[src/rtl/mc_control_unit_hs.sv]
// mc_control_unit_hs
//   Multicycle RV32I control FSM. It decodes the instruction register's opcode/funct7
//   and sequences the multicycle datapath through its fetch, decode, execute, memory
//   and writeback steps.
//   Additional features:
//     - a memory ready handshake on fetch and on data accesses
//     - optional RV32M (MDU) sequencing with a start pulse and a done wait
//     - an illegal-opcode trap, optionally parking the FSM in HALT
//     - a retired-instruction counter
// Ports
//   clk, rst_n                      clock (rising edge), asynchronous active-low reset
//   instruction_opcode/funct7       IR[6:0] / IR[31:25], sampled in DECODE and MEMADR only
//   mem_ready                       memory access completes this cycle
//   mdu_done                        MDU result valid (level), looked at only in MDU_WAIT
//   pc_write ... memory_to_reg      1-bit datapath enables/selects
//   aluop, alu_src_a, alu_src_b     2-bit datapath selects
//   mdu_start                       one-cycle MDU launch pulse
//   illegal_instr                   one-cycle trap flag
//   halted                          FSM parked in HALT
//   instret                         retired-instruction count (wraps)
module mc_control_unit_hs #(
  parameter bit USE_MEM_READY = 1'b1,
  parameter bit ENABLE_MDU    = 1'b1,
  parameter bit TRAP_HALT     = 1'b0,
  parameter int CNT_W         = 32
) (
  input  logic             clk,
  input  logic             rst_n,
  input  logic [6:0]       instruction_opcode,
  input  logic [6:0]       instruction_funct7,
  input  logic             mem_ready,
  input  logic             mdu_done,
  output logic             pc_write,
  output logic             ir_write,
  output logic             pc_source,
  output logic             reg_write,
  output logic             memory_read,
  output logic             memory_write,
  output logic             is_immediate,
  output logic             pc_write_cond,
  output logic             lorD,
  output logic             memory_to_reg,
  output logic [1:0]       aluop,
  output logic [1:0]       alu_src_a,
  output logic [1:0]       alu_src_b,
  output logic             mdu_start,
  output logic             illegal_instr,
  output logic             halted,
  output logic [CNT_W-1:0] instret
);

  localparam logic [6:0] OP_LW    = 7'b0000011;
  localparam logic [6:0] OP_SW    = 7'b0100011;
  localparam logic [6:0] OP_RTYPE = 7'b0110011;
  localparam logic [6:0] OP_BR    = 7'b1100011;
  localparam logic [6:0] OP_ADDI  = 7'b0010011;
  localparam logic [6:0] OP_LUI   = 7'b0110111;
  localparam logic [6:0] OP_JAL   = 7'b1101111;
  localparam logic [6:0] OP_JALR  = 7'b1100111;
  localparam logic [6:0] OP_AUIPC = 7'b0010111;
  localparam logic [6:0] F7_MDU   = 7'b0000001;

  typedef enum logic [4:0] {
    S_FETCH, S_DECODE, S_MEMADR, S_MEMREAD, S_MEMWB, S_MEMWRITE,
    S_EXECUTER, S_ALUWB, S_ADDI_EXEC, S_ADDI_WB, S_BRANCH,
    S_LUI_EXEC, S_LUI_WB, S_AUIPC_EXEC, S_AUIPC_WB,
    S_JAL_EXEC, S_JAL_WB, S_JALR_EXEC, S_JALR_WB,
    S_MDU_EXEC, S_MDU_WAIT, S_TRAP, S_HALT
  } state_t;

  typedef struct packed {
    logic       pc_write;
    logic       ir_write;
    logic       pc_source;
    logic       reg_write;
    logic       memory_read;
    logic       memory_write;
    logic       is_immediate;
    logic       pc_write_cond;
    logic       lord;
    logic       memory_to_reg;
    logic [1:0] aluop;
    logic [1:0] alu_src_a;
    logic [1:0] alu_src_b;
    logic       mdu_start;
    logic       illegal_instr;
    logic       halted;
  } ctrl_t;

  state_t           state_q, state_d;
  logic [CNT_W-1:0] instret_q, instret_d;
  ctrl_t            ctrl_c, ctrl_o;
  logic             retire;
  logic             mem_rdy;

  assign mem_rdy = USE_MEM_READY ? mem_ready : 1'b1;

  always_ff @(posedge clk or negedge rst_n) begin
    if (!rst_n) begin
      state_q   <= S_FETCH;
      instret_q <= '0;
    end else begin
      state_q   <= state_d;
      instret_q <= instret_d;
    end
  end

  always_comb begin
    state_d = state_q;
    ctrl_c  = '0;
    retire  = 1'b0;
    case (state_q)
      S_FETCH: begin
        ctrl_c.memory_read = 1'b1;
        ctrl_c.alu_src_b   = 2'b01;
        // IR load and PC+4 only commit on the cycle the memory delivers the word.
        if (mem_rdy) begin
          ctrl_c.ir_write = 1'b1;
          ctrl_c.pc_write = 1'b1;
          state_d         = S_DECODE;
        end
      end
      S_DECODE: begin
        // Branch target (oldPC + imm) is precomputed here for BRANCH.
        ctrl_c.alu_src_a = 2'b10;
        ctrl_c.alu_src_b = 2'b10;
        case (instruction_opcode)
          OP_LW, OP_SW: state_d = S_MEMADR;
          OP_RTYPE:     state_d = (ENABLE_MDU && instruction_funct7 == F7_MDU) ? S_MDU_EXEC
                                                                               : S_EXECUTER;
          OP_BR:        state_d = S_BRANCH;
          OP_ADDI:      state_d = S_ADDI_EXEC;
          OP_LUI:       state_d = S_LUI_EXEC;
          OP_JAL:       state_d = S_JAL_EXEC;
          OP_JALR:      state_d = S_JALR_EXEC;
          OP_AUIPC:     state_d = S_AUIPC_EXEC;
          default:      state_d = S_TRAP;
        endcase
      end
      S_MEMADR: begin
        ctrl_c.alu_src_a = 2'b01;
        ctrl_c.alu_src_b = 2'b10;
        state_d = (instruction_opcode == OP_LW) ? S_MEMREAD : S_MEMWRITE;
      end
      S_MEMREAD: begin
        ctrl_c.memory_read = 1'b1;
        ctrl_c.lord        = 1'b1;
        if (mem_rdy) state_d = S_MEMWB;
      end
      S_MEMWB: begin
        ctrl_c.reg_write     = 1'b1;
        ctrl_c.memory_to_reg = 1'b1;
        state_d = S_FETCH;
        retire  = 1'b1;
      end
      S_MEMWRITE: begin
        ctrl_c.memory_write = 1'b1;
        ctrl_c.lord         = 1'b1;
        if (mem_rdy) begin
          state_d = S_FETCH;
          retire  = 1'b1;
        end
      end
      S_EXECUTER: begin
        ctrl_c.alu_src_a = 2'b01;
        ctrl_c.aluop     = 2'b10;
        state_d = S_ALUWB;
      end
      S_ADDI_EXEC: begin
        ctrl_c.alu_src_a    = 2'b01;
        ctrl_c.alu_src_b    = 2'b10;
        ctrl_c.aluop        = 2'b10;
        ctrl_c.is_immediate = 1'b1;
        state_d = S_ADDI_WB;
      end
      S_BRANCH: begin
        ctrl_c.alu_src_a     = 2'b01;
        ctrl_c.aluop         = 2'b01;
        ctrl_c.pc_write_cond = 1'b1;
        ctrl_c.pc_source     = 1'b1;
        state_d = S_FETCH;
        retire  = 1'b1;
      end
      S_LUI_EXEC: begin
        ctrl_c.alu_src_a = 2'b11;
        ctrl_c.alu_src_b = 2'b10;
        state_d = S_LUI_WB;
      end
      S_AUIPC_EXEC: begin
        ctrl_c.alu_src_a = 2'b10;
        ctrl_c.alu_src_b = 2'b10;
        state_d = S_AUIPC_WB;
      end
      S_JAL_EXEC: begin
        ctrl_c.alu_src_a = 2'b10;
        ctrl_c.alu_src_b = 2'b01;
        ctrl_c.pc_write  = 1'b1;
        ctrl_c.pc_source = 1'b1;
        state_d = S_JAL_WB;
      end
      S_JALR_EXEC: begin
        ctrl_c.alu_src_a    = 2'b01;
        ctrl_c.alu_src_b    = 2'b10;
        ctrl_c.is_immediate = 1'b1;
        state_d = S_JALR_WB;
      end
      S_JALR_WB: begin
        ctrl_c.alu_src_a = 2'b10;
        ctrl_c.alu_src_b = 2'b01;
        ctrl_c.pc_write  = 1'b1;
        ctrl_c.pc_source = 1'b1;
        state_d = S_FETCH;
        retire  = 1'b1;
      end
      S_ALUWB, S_ADDI_WB, S_LUI_WB, S_AUIPC_WB, S_JAL_WB: begin
        ctrl_c.reg_write = 1'b1;
        state_d = S_FETCH;
        retire  = 1'b1;
      end
      S_MDU_EXEC: begin
        ctrl_c.mdu_start = 1'b1;
        state_d = S_MDU_WAIT;
      end
      S_MDU_WAIT: begin
        if (mdu_done) state_d = S_ALUWB;
      end
      S_TRAP: begin
        ctrl_c.illegal_instr = 1'b1;
        state_d = TRAP_HALT ? S_HALT : S_FETCH;
      end
      S_HALT: begin
        ctrl_c.halted = 1'b1;
      end
      default: state_d = S_FETCH;
    endcase
  end

  assign instret_d = retire ? instret_q + CNT_W'(1) : instret_q;
  assign instret   = instret_q;

  // Reset forces FETCH, whose decode would drive memory_read; mask every control
  // while rst_n is low so the datapath sees an idle unit.
  assign ctrl_o = rst_n ? ctrl_c : '0;

  assign pc_write      = ctrl_o.pc_write;
  assign ir_write      = ctrl_o.ir_write;
  assign pc_source     = ctrl_o.pc_source;
  assign reg_write     = ctrl_o.reg_write;
  assign memory_read   = ctrl_o.memory_read;
  assign memory_write  = ctrl_o.memory_write;
  assign is_immediate  = ctrl_o.is_immediate;
  assign pc_write_cond = ctrl_o.pc_write_cond;
  assign lorD          = ctrl_o.lord;
  assign memory_to_reg = ctrl_o.memory_to_reg;
  assign aluop         = ctrl_o.aluop;
  assign alu_src_a     = ctrl_o.alu_src_a;
  assign alu_src_b     = ctrl_o.alu_src_b;
  assign mdu_start     = ctrl_o.mdu_start;
  assign illegal_instr = ctrl_o.illegal_instr;
  assign halted        = ctrl_o.halted;

endmodule

[config.mk]
export PLATFORM = sky130hd
export DESIGN_NAME = mc_control_unit_hs
export DESIGN_NICKNAME = d
export VERILOG_FILES = /design/src/rtl/mc_control_unit_hs.sv
export SDC_FILE = /design/constraint.sdc
export NUM_CORES = 1
export LEC_CHECK = 0
export CAP_MARGIN = 20
export CORE_ASPECT_RATIO = 0.75
export CORE_UTILIZATION = 41
export DETAILED_ROUTE_END_ITERATION = 8
export GPL_TIMING_DRIVEN = 0
export PLACE_DENSITY = 0.76
export SKIP_CTS_REPAIR_TIMING = 1
export SLEW_MARGIN = 30
export SYNTH_ARGS = -nofsm -noshare
export SYNTH_HDL_FRONTEND = slang
export SYNTH_SLANG_ARGS = --single-unit
[constraint.sdc]
create_clock -name clk -period 4.4 [get_ports clk]
set_input_delay 1.32 -clock clk [delete_from_list [all_inputs] [get_ports clk]]
set_output_delay 1.32 -clock clk [all_outputs]
set_load 0.01 [all_outputs]
Word-level counts from Yosys, hierarchy flattened --
Cells that the tools add are included.
Storage, ports and cells: bits in registers 37, output and inout bits 51, logic and storage cells 83
Operators by class: $add $sub $neg 1, equal/unequal tests 36, mux-type cells 28, bitwise gates (word level) 1, reduce and logical (&&, ||, !) cells 15
Operators by type and width (number):
- $pmux 5 s14 | 1
- $eq 5x4->1 const B | 8
- $pmux 5 s8 | 1
- $eq 5x5->1 const B | 7
- $add 32x1->32 const B | 1
- $mux 5 | 5
- $eq 7x6->1 const B | 3
- $eq 7x7->1 const B | 3
- $eq 5x3->1 const B | 4
- $mux 19 | 1
- $eq 7x5->1 const B | 2
- $mux 1 | 13
- $reduce_or 2->1 | 6
- $reduce_or 6->1 | 2
- $eq 5x2->1 const B | 2
- $ne 2x2->1 const B | 4
- $pmux 2 s2 | 2
- $reduce_or 8->1 | 1
- $eq 7x1->1 const B | 1
- $eq 7x2->1 const B | 1
- $pmux 2 s3 | 1
- $reduce_or 3->1 | 2
- $eq 5x1->1 const B | 1
- $logic_not 5->1 | 1
- other kinds (7) | 8

Logic depth before layout (Yosys ltp) --
depth in word-level cells 4, gate-level depth with buffers 7, depth with buffers taken out 5

Worst setup path before layout --
No wires, ideal clock.
kind input to output, start input rst_n, end output pc_write, arrival 1.914 ns, data required time 3.080 ns, slack 1.166 ns, stages 3, cell sequence nand2_1 -> nor3_1 -> nand2b_1
Between the ends: word-level cells in the longest chain between the ends 1
Ends and longest elaborated chain:
- from (decl) | line 28 | input logic rst_n,
- $mux 19 | line 243 | assign ctrl_o = rst_n ? ctrl_c : '0;
- to (decl) | line 33 | output logic pc_write,
Every way passes these cells.

Worst setup path in the final report --
start input mem_ready, end output pc_write
Between the ends: word-level cells in the longest chain between the ends 3
Ends and longest elaborated chain:
- from (decl) | line 31 | input logic mem_ready,
- $mux 2 | line 117 | if (mem_rdy) begin
- $pmux 1 s2 | line 112 | case (state_q)
- $mux 19 | line 243
Every way passes these cells.

==> impl_metrics.env <==
export IMPL_nets=388
export IMPL_worst_pin_slew_ns=0.618
export IMPL_fin_skew_ns=0.00783
export IMPL_ios=69
export IMPL_placed_cell_area_um2=3360
export IMPL_grt_pass1_vias=2220
export IMPL_cpLargestDelayFamily="buffers and inverters"
export IMPL_status="complete, no violations"
export IMPL_crit_top_cell="clkdlybuf4s50_1"
export IMPL_portBuffers=66
export IMPL_power_density_nw_per_um2=435
export IMPL_ys_seq_elements=37
export IMPL_tns_ns=0
export IMPL_hpwl_um=5020
export IMPL_cts_tree="yes"
export IMPL_max_stage_delay_ns=0.56
export IMPL_relSlewSlack_pct=58.5
export IMPL_design_area_um2=3450
export IMPL_reg2reg_from="state_q[4]"
export IMPL_cts_made_buffers=5
export IMPL_critPathMaxFanout=4
export IMPL_htree_levels=2
export IMPL_whs_ns=0.465
export IMPL_synth_most_common_cell="dfrtp_1"
export IMPL_routed_wl_um=6600
export IMPL_gp_congestion=0.891
export IMPL_start_util_pct=43.6
export IMPL_setup_worst_path_start="mem_ready"
export IMPL_setup_ws_ns=0.228
export IMPL_peakVddDrop_v=0.000178
export IMPL_yosys_top_cells_count="dfrtp_1, nand2_1, nor2_1, nor3_1, xor2_1"
export IMPL_rsz0062_at_grt="no"
export IMPL_postRouteAntennaNets=0
export IMPL_cp_required_ns=3.08
export IMPL_nFillCells=572
export IMPL_area_growth_pct=33.0
export IMPL_synth_area_per_cell_um2=8.78
export IMPL_layout_cells_non_filler=448
export IMPL_multi_input_area_um2=1560
export IMPL_period_minus_slack_ns=4.17
export IMPL_drt_iter0_markers=184
export IMPL_min_delay_start="instret[31]"
export IMPL_start_kind="primary input"
export IMPL_setup_violations=0
export IMPL_hold_path_class="register to register"
export IMPL_grt_pass1_wl_um=11100
export IMPL_place_ws_ns=0.236
export IMPL_clock_path_buffers=2
export IMPL_syn_num_nets=314
export IMPL_die_x_um=93.8
export IMPL_slowest_stage="clkdlybuf4s50_1"
export IMPL_maxCapViolCount=0
export IMPL_ys_warn_count=0
export IMPL_die_area_um2=6640
export IMPL_crit_chain="clkdlybuf4s50_1 > inv_1 > nor3_1 > nand2b_1 > clkdlybuf4s50_1"
export IMPL_drtPass1Iterations=4
export IMPL_fin_crit_sh_pct=94.8
export IMPL_clkLatencyLatePin_ns=0.29
export IMPL_grt_total_usage_pct=21.2
export IMPL_synthCells=295
export IMPL_diodes=0
export IMPL_cts_sinks=37
export IMPL_yosysTopAreaCell="dfrtp_1"
export IMPL_synth_cell_types=58
export IMPL_rows=24
export IMPL_cp_end_kind="output pin"
export IMPL_syn_area_um2=2590
export IMPL_vias_per_cell=5.50
export IMPL_antenna_found_initial=0
export IMPL_grt_max_degree=30
export IMPL_rrSetupSlack_ns=2.38
export IMPL_vias=2466
export IMPL_crit_type="primary input to output pin"
export IMPL_synthArstFlopShare_pct=100
export IMPL_die_h_um=70.8
export IMPL_route_detailed_drc=0
export IMPL_overflow=0
export IMPL_core_area_um2=5950
export IMPL_final_layout_size_suffix_gt1_share_pct=11.1
export IMPL_path_buf_inv=3
export IMPL_ys_seq_area_share_pct=35.7
export IMPL_seq_area_um2=926
export IMPL_synth_edf_count=0
export IMPL_routedWlPerCell_um=14.7
export IMPL_p_leak_uw=0.00145
export IMPL_path_clk_slew_ns=0.07
export IMPL_finalMaxSlewViolations=0
export IMPL_critPathArrivalTime_ns=2.85
export IMPL_synth_main_ff_cell="dfrtp_1"
export IMPL_hold_viol=0
export IMPL_synth_top_cell_area_share_pct=35.7
export IMPL_synth_area_top_cells="dfrtp_1, xor2_1, xnor2_1"
export IMPL_root_buffer="clkbuf_8"
export IMPL_max_freq_ghz=0.240
export IMPL_dp_cells=440
## power breakdown
part	internal [µW]	switching, µW	total (µW)	leakage (µW)
clock network	110	115	225	0.0000450
registers	381	42.8	424	0.000500
logic	335	515	851	0.000905
total	826	673	1500	0.00145
## path summary, 6_finish.rpt
path                                to  cells after the start
setup / recovery              pc_write                      5
hold / removal             instret[31]                      1
setup reg to reg            state_q[1]                      6
hold reg to reg            instret[31]                      1
max in group asynchronous   state_q[1]                      2
min in group asynchronous  instret[29]                      1
## placed cells by master (no fill, tap or decap), types with 11 or more instances in the layout
| cell | count |
|---|---|
| a21oi_1 | 12 |
| clkdlybuf4s50_1 | 65 |
| dfrtp_1 | 37 |
| nand2_1 | 33 |
| nand2b_1 | 11 |
| nand4_1 | 11 |
| nor2_1 | 23 |
| nor3_1 | 18 |
| xnor2_1 | 15 |
| xor2_1 | 18 |
## metrics by stage
stage / util [%] / power (µW)
after CTS: 58.0 / 1500
after global routing: 58.0 / 1610
after global placement: 56.3 / 1270
final: 58.0 / 1500
after floorplan: - / 977
after detailed placement: 56.6 / 1270
## sequential cells by signal (all words and copies together), names as in the netlist
register and cells:
instret 32, state_q 5
## final cells by class
cell class | instances | area share [%]
Timing Repair Buffer | 67 | 19.6
Inverter | 4 | 0.436
Sequential cell | 37 | 26.9
Clock buffer | 6 | 2.11
Clock inverter | 2 | 0.290
Multi-Input combinational cell | 237 | 45.2
Buffer | 17 | 2.65
Tap cell | 78 | 2.83
## cell families after synthesis
logic type	synth area share, %
AO/OA/AOI/OAI	12.5
XOR/XNOR	11.2
adder cells (fa/ha/maj)	0.483
buffers and inverters	4.11
flip-flops	35.7
multiplexers	0.821
AND/OR/NAND/NOR	35.2
## per-layer routing
metal  GRT usage [%]  part of all wire [%]
met1            33.2                    49
met2            29.6                    42
met3            4.95                   8.7
met4            3.59                  0.23
met5               0                     0
Power figures use the tool's default switching activity.
